$ cat config.mk
export PLATFORM = sky130hd
export DESIGN_NAME = fp32_inv_rr_arbiter
export DESIGN_NICKNAME = d
export VERILOG_FILES = /design/src/rtl/fp32_inv_arb_pkg.sv /design/src/rtl/fp32_rr_pick.sv /design/src/rtl/fp32_inv_rr_arbiter.sv
export SDC_FILE = /design/constraint.sdc
export NUM_CORES = 1
export LEC_CHECK = 0
export CORE_MARGIN = 4
export CORE_UTILIZATION = 41
export DETAILED_ROUTE_END_ITERATION = 7
export GPL_TIMING_DRIVEN = 0
export PLACE_DENSITY_LB_ADDON = 0.3
export SLEW_MARGIN = 10
export SYNTH_ARGS = -nofsm -noshare
export SYNTH_HDL_FRONTEND = slang
export SYNTH_HIERARCHICAL = 1
export SYNTH_SLANG_ARGS = --single-unit
$ cat constraint.sdc
create_clock -name clk -period 6.98 [get_ports clk]
set_clock_uncertainty 0.2 [all_clocks]
set_input_delay 1.396 -clock clk [delete_from_list [all_inputs] [get_ports clk]]
set_output_delay 1.396 -clock clk [all_outputs]
set_load 0.05 [all_outputs]
$ cat src/rtl/fp32_inv_arb_pkg.sv
`default_nettype none
// ============================================================================
// Module  : fp32_inv_arb_pkg
// Purpose : Shared types and constants for the FP32 reciprocal round-robin
//           arbiter (state encoding, canonical quiet NaN).
// Ports   : none (package)
// Macros  : none
// Revision: 1.0 - initial release
// ============================================================================
package fp32_inv_arb_pkg;

  typedef enum logic [1:0] {
    S_IDLE  = 2'd0,
    S_ISSUE = 2'd1,
    S_WAIT  = 2'd2,
    S_RESP  = 2'd3
  } inv_arb_st_t;

  // Result returned when the reciprocal unit does not answer in time.
  localparam logic [31:0] FP32_QNAN = 32'h7FC0_0000;

endpackage
`default_nettype wire

$ cat src/rtl/fp32_rr_pick.sv
`default_nettype none
// ============================================================================
// Module  : fp32_rr_pick
// Purpose : Round-robin winner search. Returns the first set bit of req at or
//           above ptr, wrapping to the lowest set bit when none is found there.
// Ports   : req [N_REQ]  - request vector
//           ptr [IDW]    - search start index (always < N_REQ)
//           any          - at least one request is set
//           idx [IDW]    - winning index (valid when any is high)
// Macros  : none
// Revision: 1.0 - initial release
// ============================================================================
module fp32_rr_pick
  import fp32_inv_arb_pkg::*;
#(
  parameter  int N_REQ = 4,
  localparam int IDW   = $clog2(N_REQ)
) (
  input  logic [N_REQ-1:0] req,
  input  logic [IDW-1:0]   ptr,
  output logic             any,
  output logic [IDW-1:0]   idx
);

  logic           hi_any;
  logic [IDW-1:0] hi_idx;
  logic [IDW-1:0] lo_idx;

  // Scan downward so the lowest qualifying index is the last one written:
  // hi_* tracks the lowest set bit at/above ptr, lo_* the lowest set bit
  // overall (the wrap-around candidate).
  always_comb begin
    hi_any = 1'b0;
    hi_idx = '0;
    lo_idx = '0;
    for (int c = N_REQ - 1; c >= 0; c--) begin
      if (req[c]) begin
        lo_idx = IDW'(c);
        if (c >= int'(ptr)) begin
          hi_any = 1'b1;
          hi_idx = IDW'(c);
        end
      end
    end
  end

  assign any = |req;
  assign idx = hi_any ? hi_idx : lo_idx;

endmodule
`default_nettype wire

$ cat src/rtl/fp32_inv_rr_arbiter.sv
`default_nettype none
// ============================================================================
// Module  : fp32_inv_rr_arbiter
// Purpose : Shares one FP32 reciprocal unit among N_REQ requesters using
//           round-robin arbitration, one operation in flight at a time.
// Ports   : clk, rst              - clock, asynchronous active-high reset
//           req_valid/req_ready   - per-requester handshake
//           req_data              - per-requester operand, slice i=[32i+31:32i]
//           rsp_valid/rsp_ready   - result handshake (held until accepted)
//           rsp_id/rsp_data/rsp_err - result owner, value, timeout flag
//           u_in_valid/u_in_fp32  - start pulse and operand to the unit
//           u_out_valid/u_out_fp32- result pulse and value from the unit
//           busy                  - high whenever the FSM is not idle
// Macros  : INV_ARB_TIMEOUT_EN - enables the S_WAIT timeout (TIMEOUT_CYC),
//           returning a quiet NaN with rsp_err set and discarding the late
//           unit answer. Without it S_WAIT waits forever and rsp_err is 0.
// Revision: 1.0 - initial release
// ============================================================================
module fp32_inv_rr_arbiter
  import fp32_inv_arb_pkg::*;
#(
  parameter  int N_REQ       = 4,
  parameter  int TIMEOUT_CYC = 1023,
  localparam int IDW         = $clog2(N_REQ)
) (
  input  logic                clk,
  input  logic                rst,
  input  logic [N_REQ-1:0]    req_valid,
  input  logic [N_REQ*32-1:0] req_data,
  output logic [N_REQ-1:0]    req_ready,
  output logic                rsp_valid,
  input  logic                rsp_ready,
  output logic [IDW-1:0]      rsp_id,
  output logic [31:0]         rsp_data,
  output logic                rsp_err,
  output logic                u_in_valid,
  output logic [31:0]         u_in_fp32,
  input  logic                u_out_valid,
  input  logic [31:0]         u_out_fp32,
  output logic                busy
);

  inv_arb_st_t    state;
  logic [IDW-1:0] rr_ptr;
  logic [IDW-1:0] id_q;
  logic [31:0]    op_q;
  logic           win_any;
  logic [IDW-1:0] win;
  logic [31:0]    sel_data;
  logic [IDW-1:0] next_ptr;

`ifdef INV_ARB_TIMEOUT_EN
  localparam int CW = (TIMEOUT_CYC < 1) ? 1 : $clog2(TIMEOUT_CYC + 1);
  logic [CW-1:0]  to_cnt;
  logic           discard;
`else
  assign rsp_err = 1'b0;
`endif

  fp32_rr_pick #(
    .N_REQ (N_REQ)
  ) u_pick (
    .req (req_valid),
    .ptr (rr_ptr),
    .any (win_any),
    .idx (win)
  );

  // Grant is combinational in S_IDLE so a requester that drops valid before
  // the edge simply loses the slot without a transfer.
  generate
    for (genvar gi = 0; gi < N_REQ; gi++) begin : g_ready
      assign req_ready[gi] = (state == S_IDLE) && win_any && (win == IDW'(gi));
    end
  endgenerate

  always_comb begin
    sel_data = '0;
    for (int i = 0; i < N_REQ; i++) begin
      if (win == IDW'(i)) begin
        sel_data = req_data[32*i +: 32];
      end
    end
  end

  assign next_ptr  = (id_q == IDW'(N_REQ - 1)) ? '0 : id_q + IDW'(1);
  assign u_in_fp32 = op_q;
  assign busy      = (state != S_IDLE);

  always_ff @(posedge clk or posedge rst) begin
    if (rst) begin
      state      <= S_IDLE;
      rr_ptr     <= '0;
      id_q       <= '0;
      op_q       <= '0;
      rsp_data   <= '0;
      rsp_id     <= '0;
      rsp_valid  <= 1'b0;
      u_in_valid <= 1'b0;
`ifdef INV_ARB_TIMEOUT_EN
      rsp_err    <= 1'b0;
      to_cnt     <= '0;
      discard    <= 1'b0;
`endif
    end else begin
      u_in_valid <= 1'b0;

`ifdef INV_ARB_TIMEOUT_EN
      // The stale answer of a timed-out operation is consumed here in any
      // state; a timeout in the same cycle re-arms the flag below.
      if (discard && u_out_valid) begin
        discard <= 1'b0;
      end
`endif

      case (state)
        S_IDLE: begin
          if (win_any) begin
            op_q       <= sel_data;
            id_q       <= win;
            u_in_valid <= 1'b1;
            state      <= S_ISSUE;
          end
        end

        S_ISSUE: begin
`ifdef INV_ARB_TIMEOUT_EN
          to_cnt <= '0;
`endif
          state  <= S_WAIT;
        end

        S_WAIT: begin
`ifdef INV_ARB_TIMEOUT_EN
          if (u_out_valid && !discard) begin
            rsp_data  <= u_out_fp32;
            rsp_err   <= 1'b0;
            rsp_id    <= id_q;
            rsp_valid <= 1'b1;
            state     <= S_RESP;
          end else if (to_cnt == CW'(TIMEOUT_CYC)) begin
            rsp_data  <= FP32_QNAN;
            rsp_err   <= 1'b1;
            discard   <= 1'b1;
            rsp_id    <= id_q;
            rsp_valid <= 1'b1;
            state     <= S_RESP;
          end else begin
            to_cnt <= to_cnt + CW'(1);
          end
`else
          if (u_out_valid) begin
            rsp_data  <= u_out_fp32;
            rsp_id    <= id_q;
            rsp_valid <= 1'b1;
            state     <= S_RESP;
          end
`endif
        end

        S_RESP: begin
          if (rsp_ready) begin
            rsp_valid <= 1'b0;
            rr_ptr    <= next_ptr;
            state     <= S_IDLE;
          end
        end

        default: state <= S_IDLE;
      endcase
    end
  end

endmodule
`default_nettype wire

# Word level (Yosys, flattened, before mapping)
# Cells that the tools add are included.
classes:
  addsub: 1
  n_reduce_logical: 15
  eq_ne: 10
  mux: 32
  n_lt_le_gt_ge: 3
op_table:
  columns: ["op", "count"]
  rows:
  - ["two-way mux 32 bit", 4]
  - ["two-way mux 2 bit", 15]
  - ["two-way mux 1 bit", 11]
  - ["== test 2 bit (second input constant)", 5]
  - ["case mux 2 bit (4 select lines)", 1]
  - ["!= test 2 bit (second input constant)", 3]
  - ["AND reduction 2 bit", 3]
  - ["AND reduction 3 bit", 2]
  - ["logical AND 1 bit", 5]
  - ["== test 2 x 1 -> 1 bit (second input constant)", 2]
  - ["greater-or-equal comparator 1 x 2 -> 1 bit (first input constant)", 2]
  - ["logical NOT 2 bit", 2]
  - ["nonzero test 2 bit", 2]
  - ["OR reduction 4 bit", 1]
  - ["adder 2 x 1 -> 2 bit (second input constant)", 1]
  - ["greater-or-equal comparator 2 bit (first input constant)", 1]
  - ["case mux 1 bit (2 select lines)", 1]
word_totals:
  word_cells: 69
  input_bits: 168
  register_bits: 74
  out_inout_bits: 74

# Depth between registers and ports, before layout
# Gate-level depths: netlist of the first run.
depth:
  word_depth: 13
  ltp_mapped: 8
  ltp_nobuf: 6

# Modules after synthesis
# Netlist of the first run, hierarchy kept.
by_module_without_submodules:
  columns: ["module", "instances", "seq_area_each_um2", "area_each_um2", "cells_each"]
  rows:
  - ["fp32_inv_rr_arbiter", 1, 1851.8, 3902.5, 296]
  - ["fp32_rr_pick", 1, 0.0, 71.3, 11]

# Worst setup path before layout of the first run
# Ideal clock, no wire load.
synth_path:
  path_kind: "in2out"
  from: "input port req_valid[0]"
  to: "output port req_ready[1]"
  t_arrival_ns: 2.814
  setup_slack_ns: 2.570
  n_path_buf: 2
  path_stages: 6
  t_required_ns: 5.384
  cell_sequence: "nor3b_1 a211oi_1 buf_2 buf_2 inv_2 nor2_1"
synth_between:
  elab_chain_cells: 4
  elab_cells_between_ends: 8
  cone_classes: "eq/ne (1); mux (4); reduce/logical (3)"
synth_lines:
  columns: ["item", "line_no", "rtl"]
  rows:
  - ["from (decl)", "fp32_inv_rr_arbiter.sv:28", "input logic [N_REQ-1:0] req_valid,"]
  - ["two-way mux 2 bit / two-way mux 1 bit (equally long branches)", "fp32_rr_pick.sv:37", "if (req[c]) begin"]
  - ["two-way mux 2 bit *", "fp32_rr_pick.sv:48", "assign idx = hi_any ? hi_idx : lo_idx;"]
  - ["named net win[0]", "fp32_inv_rr_arbiter.sv:48", "logic [IDW-1:0] win;"]
  - ["== test 2 x 1 -> 1 bit *", "fp32_inv_rr_arbiter.sv:73", "assign req_ready[gi] = (state == S_IDLE) && win_any && (win == IDW'(gi));"]
  - ["logical AND 1 bit *", "fp32_inv_rr_arbiter.sv:73", null]
  - ["to (decl)", "fp32_inv_rr_arbiter.sv:30", "output logic [N_REQ-1:0] req_ready,"]
# The timed path passes the listed nets; every way through them passes the cells marked *.

# Final worst setup path of the first run
layout_path:
  from: "input port req_valid[2]"
  to: "output port req_ready[1]"
layout_between:
  elab_cells_between_ends: 18
  cone_classes: "eq/ne (1); mux (14); reduce/logical (3)"
layout_rtl:
  columns: ["item", "line_no", "rtl"]
  rows:
  - ["OR reduction 4 bit", "fp32_rr_pick.sv:47", "assign any = |req;"]
  - ["named net win_any", "fp32_inv_rr_arbiter.sv:47", "logic win_any;"]
  - ["logical AND 1 bit (2 in a row)", "fp32_inv_rr_arbiter.sv:73", null]
# The timed path passes the listed nets, and every way through them passes these cells.

==> reports/results.txt, run 1 <==
Post-synth top cells: dfrtp_1, mux2i_1, nand2_1, mux2_1, o221ai_2
Post-synth top area share: 0.466
Synth area leaders: dfrtp_1, mux2i_1, o221ai_2, mux2_1, nand2_1
RSZ-0062 raised after global routing: no
#FFs+latches synth: 74
Total global-route track usage: 0.228
Max Slew Vio Count: 0
Longest Clk Path Bufs: 2
DRC errors left: 0
H-tree lvl count: 3
Nets: 732
I/O pins: 242
WS Path Type: input port to output pin
CP Cell Sequence: clkdlybuf4s50_1 > or4_1 > nand2_4 > inv_4 > nand2b_4 > buf_6 > buf_6 > nor2_1 > clkdlybuf4s50_1
Total CTS buffers: 9
Min cycle time layout: 5450 ps
Synthesized area per cell: 12.9 µm²
Routed len/inst: 18.5 µm
Root buf cell: clkbuf_8
Post-Syn Area: 3970 µm²
Fillcell total: 655
CP Max Fanout: 10
Fin. Hold Viols: 0
Vias in the first global route: 3867
Initial DRC count: 97
Peak supply drop: 0.323 mV
Crit path max-delay cell type: clkdlybuf4s50_1
Postcts setup bufs: 0
Post-CTS sizing: 0
CP peak stage delay: 720 ps
Clk Latency, worst-skew pair: 340 ps
GP Congestion: 0.841
Initial Util: 0.426
Clock sinks: 74
Die H: 106 µm
Die ar.: 11300 µm²
Ys Warns: 6
Synth Instances: 307
Initial antenna violation count: 0
Slew margin rel.: 0.626
Drt pass-1 iters: 4
Post-route ant nets: 0
Clock slew at reported path FFs: 70 ps
Final setup fails: 0
Diode count: 0
CP arrival: 3860 ps
Layout cells sized above 1: 0.129
Run status: complete, no violations
Via count: 3495
Largest net degree at the start of global routing: 54
CTS tree: built
CP startpoint kind: input port
Setup TNS: 0 ps
Ys async rst share: 1.00
Leak: 2.87 nW
First-pass GRT wire length: 20100 µm
Most used DFF post-synth: dfrtp_1
GRT Residual Overflow: 0
Core box area: 9330 µm²
Hold buffers post-CTS: 0
Crit end category: output pin
Die width: 106 µm
Critical path required time: 5380 ps
Fin crit share: 0.781
Maxcap violations: 0
Final wirelength: 12800 µm
Worst-Margin Slew: 560 ps
Largest area contributor in the netlist: dfrtp_1
IO buf count: 240
Post-DP HPWL: 10300 µm
Fmax: 183 MHz
Cell with the most instances after synthesis: dfrtp_1
Pwr per Cell Area: 464 nW/µm²
Syn_nets: 480
Vias per std cell: 5.04
Number of synthesized flops with an enable pin: 0
Row count: 35
Hold Path Class: flip-flop to flip-flop
Total Power: 3.14 mW
Area growth syn-to-layout: 70.1%
Post-synth cell types: 32
Sequential element share of the synthesized area: 0.466
cell families (layout without fill, tap and decap cells):
logic type      Yosys count  count (layout)  synth area share
mux                     102             102             0.268
flops                    74              74             0.466
simple gates             51              51            0.0586
compound gates           43              43             0.135
buf+inv                  31             288            0.0557
fa+ha+maj                 5               5            0.0157
other cells               1               1          0.000944
layout by cell type (no fill, tap or decap), types with 2 or more instances in the layout:
cell,count
o221ai_2,29
dfrtp_1,74
o21ai_0,2
nor2_1,5
clkdlybuf4s50_1,240
a21oi_1,4
mux2i_1,66
mux2_1,35
buf_6,9
ha_1,5
clkbuf_1,4
clkbuf_8,9
nand2_4,2
buf_2,7
o221ai_1,3
inv_1,6
buf_8,2
clkinv_2,2
nand2_1,38
inv_4,2
flip-flops by register name, indices dropped and copies added (netlist names):
register and cells:
u_in_fp32 32, rsp_valid 1, rsp_id 2, state 2
rsp_data 32, id_q 2, u_in_valid 1, rr_ptr 2
power by group:
part	total [mW]	switching [mW]	internal [mW]
Combinational	2.05	1.26	0.786
Sequential	0.758	0.114	0.644
Clock	0.330	0.164	0.166
Total	3.14	1.54	1.60
metal layers:
metal / GRT usage / vias up / routed length, µm
li1: - / 1634 / -
met1: 0.250 / 1672 / 4730
met2: 0.390 / 168 / 6310
met3: 0.108 / 21 / 1520
met4: 0.0685 / 0 / 276
met5: 0 / - / 0
per-stage QoR:
stage / hold WS (ps) / cell area [µm²] / utilization / setup WS (ps) / std cells
finish: 289 / 6760 / 0.725 / 1530 / 693
global route: 316 / 6760 / 0.725 / 1440 / 693
CTS: 293 / 6760 / 0.725 / 1520 / 693
detailed placement: 274 / 6570 / 0.704 / 1510 / 677
global placement: 269 / 6540 / 0.701 / 1540 / 676
floorplan: 265 / 3970 / - / 2570 / 307
final cells by class:
type	count	area, µm²	area share
timing repair buffer	241	2430	0.359
multi-input combinational	202	1900	0.281
sequential	74	1850	0.274
buffer	22	185	0.0274
tap	129	161	0.0239
clock buffer	10	128	0.0189
clock inverter	6	65.1	0.00962
inverter	9	38.8	0.00574
worst paths after layout:
kind	startpoint	to	slack (ps)	cells past startpoint
setup / recovery	req_valid[2]	req_ready[1]	1530	9
hold / removal	rsp_data[31]	rsp_data[31]	290	1
setup reg to reg	rr_ptr[1]	u_in_fp32[28]	4800	7
hold reg to reg	rsp_data[31]	rsp_data[31]	290	1
max in group asynchronous	rst	u_in_fp32[18]	4840	3
min in group asynchronous	rst	rsp_data[26]	1170	2
worst max-delay path: cells and delay by family:
kind / cells / cell delay (ps)
and+or+nand+nor: 4 / 880
buffers and inverters: 5 / 1550
Note: power is estimated with default switching activity, not from simulation.
==> inputs of run 2 (changes only) <==
--- a/config.mk
+++ b/config.mk
@@ -6,7 +6,7 @@
 export NUM_CORES = 1
 export LEC_CHECK = 0
 export CORE_MARGIN = 4
-export CORE_UTILIZATION = 41
+export CORE_UTILIZATION = 38
 export DETAILED_ROUTE_END_ITERATION = 7
 export GPL_TIMING_DRIVEN = 0
 export PLACE_DENSITY_LB_ADDON = 0.3
==> constraint.sdc (replaced) <==
create_clock -name clk -period 5.68 [get_ports clk]
set_clock_uncertainty 0.2 [all_clocks]
set_input_delay 1.136 -clock clk [delete_from_list [all_inputs] [get_ports clk]]
set_output_delay 1.136 -clock clk [all_outputs]
set_load 0.05 [all_outputs]
==> run 2 against run 1 <==
First-iteration DRC count fell by 35%; routed wire length fell by 1.5%; sequential power rose by 23%; power rose by 25%; global-route usage fell by 2.6 points; cell area rose by 0.87%; non-clock buffer count did not move; clock power rose by 50%; worst setup slack got worse by 790 ps; sequential share of layout area fell by 0.24 points; largest cell class unchanged; via count fell by 0.77%; combinational power rose by 22%.
==> reports/results.txt, run 2 (synthesis gave the netlist of run 1 again) <==
Post-CTS sizing: 0 (unchanged)
Critical path required time: 4340 ps (was 5380 ps)
Post-DP HPWL: 10300 µm (about the same)
Vias in the first global route: 3719 (was 3867)
GRT met3 Usage: 0.0955 (was 0.108)
Total CTS buffers: 9 (unchanged)
Total global-route track usage: 0.201 (was 0.228)
Nets: 732 (unchanged)
CP Cell Sequence: clkdlybuf4s50_1 > or4_1 > nand2_4 > inv_4 > nand2b_4 > buf_6 > buf_6 > nor2_1 > clkdlybuf4s50_1 (unchanged)
Max Slew Vio Count: 0 (unchanged)
CP peak stage delay: 710 ps (was 720 ps)
Hold buffers post-CTS: 0 (unchanged)
Commonest non-fill, non-tap cell in the layout: clkdlybuf4s50_1 (unchanged)
Die ar.: 12200 µm² (was 11300 µm²)
Diode count: 0 (unchanged)
Slew margin rel.: 0.633 (was 0.626)
Global-route track usage on met1: 0.203 (was 0.250)
Row count: 37 (was 35)
CTS tree: built (unchanged)
Initial antenna violation count: 0 (unchanged)
Worst flop-to-flop path startpoint: rr_ptr[1] (unchanged)
Leak: 2.89 nW (was 2.87 nW)
Initial Util: 0.387 (was 0.426)
Fmax: 202 MHz
Layout cells sized above 1: 0.129 (unchanged)
Die width: 110 µm (was 106 µm)
Postcts setup bufs: 0 (unchanged)
GRT Residual Overflow: 0 (unchanged)
IO buf count: 240 (unchanged)
Core box area: 10300 µm² (was 9330 µm²)
Fin. Hold Viols: 0 (unchanged)
Routed len/inst: 18.1 µm (was 18.5 µm)
CP Max Fanout: 10 (unchanged)
Setup crit start: req_valid[2] (unchanged)
First-pass GRT wire length: 18500 µm (was 20100 µm)
Largest net degree at the start of global routing: 52 (was 54)
GR Util met2: 0.361 (was 0.390)
Worst Setup Slack, final: 738 ps (was 1530 ps)
Commonest cells after routing, fill and taps aside: clkdlybuf4s50_1, dfrtp_1, mux2i_1 (unchanged)
Initial DRC count: 63 (was 97)
Post-route ant nets: 0 (unchanged)
Place WS: 722 ps (was 1510 ps)
Final setup fails: 0 (unchanged)
Total Power: 3.93 mW (was 3.14 mW)
Layer with the highest usage: met2 (unchanged)
WS Path Type: input port to output pin (unchanged)
Clk Latency, worst-skew pair: 350 ps (was 340 ps)
Worst-Margin Slew: 549 ps (was 560 ps)
Clock sinks: 74 (unchanged)
Clock slew at reported path FFs: 70 ps (about the same)
Peak supply drop: 0.412 mV (was 0.323 mV)
Fillcell total: 819 (was 655)
Maxcap violations: 0 (unchanged)
CP startpoint kind: input port (unchanged)
H-tree lvl count: 3 (unchanged)
Drt pass-1 iters: 4 (unchanged)
Reg2Reg Setup Slack: 3500 ps (was 4800 ps)
Die H: 110 µm (was 106 µm)
Via count: 3468 (was 3495)
DRC errors left: 0 (unchanged)
Final wirelength: 12700 µm (was 12800 µm)
Setup TNS: 0 ps (unchanged)
Hold Path Class: flip-flop to flip-flop (unchanged)
I/O pins: 242 (unchanged)
Fin crit share: 0.870
CP arrival: 3610 ps (was 3860 ps)
RSZ-0062 raised after global routing: no (unchanged)
Root buf cell: clkbuf_8 (unchanged)
Pwr per Cell Area: 577 nW/µm² (was 464 nW/µm²)
Longest Clk Path Bufs: 2 (unchanged)
Hold Startpoint: rsp_data[7] (was rsp_data[31])
Area growth syn-to-layout: 71.6% (was 70.1%)
Run status: complete, no violations (unchanged)
Min cycle time layout: 4940 ps
Vias per std cell: 4.95 (was 5.04)
Fin util: 0.664 (was 0.725)
Crit end category: output pin (unchanged)
GP Congestion: 0.781 (was 0.841)
Hold_ws: 291 ps (was 289 ps)
Crit path max-delay cell type: clkdlybuf4s50_1 (unchanged)
## run 2: cell types whose count changed in the layout (fill, tap and decap cells not counted), sizes merged
| cell | delta |
|---|---|
| bufinv | +2 |
| clkinv | -1 |
| inv | -1 |
## run 2: report_power, final
| part | switching, mW | total, mW | internal (mW) |
|---|---|---|---|
| sequential | 0.141 | 0.933 | 0.791 |
| combinational | 1.54 | 2.50 | 0.965 |
| clock | 0.201 | 0.494 | 0.293 |
| total | 1.88 | 3.93 | 2.05 |
## run 2: worst paths after layout
check                      depth (start not counted)            end
max                                                9   req_ready[0]
min                                                1    rsp_data[7]
max reg2reg                                        7  u_in_fp32[26]
min reg2reg                                        1    rsp_data[7]
max in group asynchronous                          3  u_in_fp32[21]
min in group asynchronous                          2   rsp_data[23]
## run 2: final cells by class
class / count / area, µm² / share of cell area
buffer: 22 / 185 / 0.0272
tap: 136 / 170 / 0.0250
inverter: 9 / 38.8 / 0.00569
timing repair buffer: 241 / 2430 / 0.356
clock buffer: 10 / 128 / 0.0187
sequential: 74 / 1850 / 0.272
clock inverter: 6 / 115 / 0.0169
multi-input combinational: 202 / 1900 / 0.279
## run 2: through the flow
step / std cells / cell area, µm²
4_1_cts: 700 / 6820
5_1_grt: 700 / 6820
3_5_place_dp: 684 / 6580
2_1_floorplan: 307 / 3970
6_report: 700 / 6820
3_3_place_gp: 683 / 6550
## run 2: metal layers
layer	wire, µm	vias up
met5	0	-
met4	206	0
met3	1670	13
met2	6460	159
met1	4310	1666
li1	-	1630
## run 2: worst max-delay path: cells and delay by family
kind                   cells  cell delay [ps]
buffers and inverters      5             1550
and+or+nand+nor            4              910
==> inputs of run 3 (changes only) <==
--- a/config.mk
+++ b/config.mk
@@ -9,6 +9,7 @@
 export CORE_UTILIZATION = 38
 export DETAILED_ROUTE_END_ITERATION = 7
 export GPL_TIMING_DRIVEN = 0
+export HOLD_SLACK_MARGIN = 0.08
 export PLACE_DENSITY_LB_ADDON = 0.3
 export SLEW_MARGIN = 10
 export SYNTH_ARGS = -nofsm -noshare
==> constraint.sdc (replaced) <==
create_clock -name clk -period 5.68 [get_ports clk]
set_clock_uncertainty 0.2 [all_clocks]
set_input_delay 1.136 -clock clk [delete_from_list [all_inputs] [get_ports clk]]
set_output_delay 1.136 -clock clk [all_outputs]
set_load 0.1 [all_outputs]
==> results of run 3 <==
The final DEF is identical to that of run 2. Status: complete, no violations.
Main changes from that run: setup slack after placement 722 ps -> 440 ps; setup slack after layout 738 ps -> 471 ps
Power of run 3 is left out: the tool's default activity adds up to more than one toggle a clock period on the data nets, which glitch-free logic cannot reach.
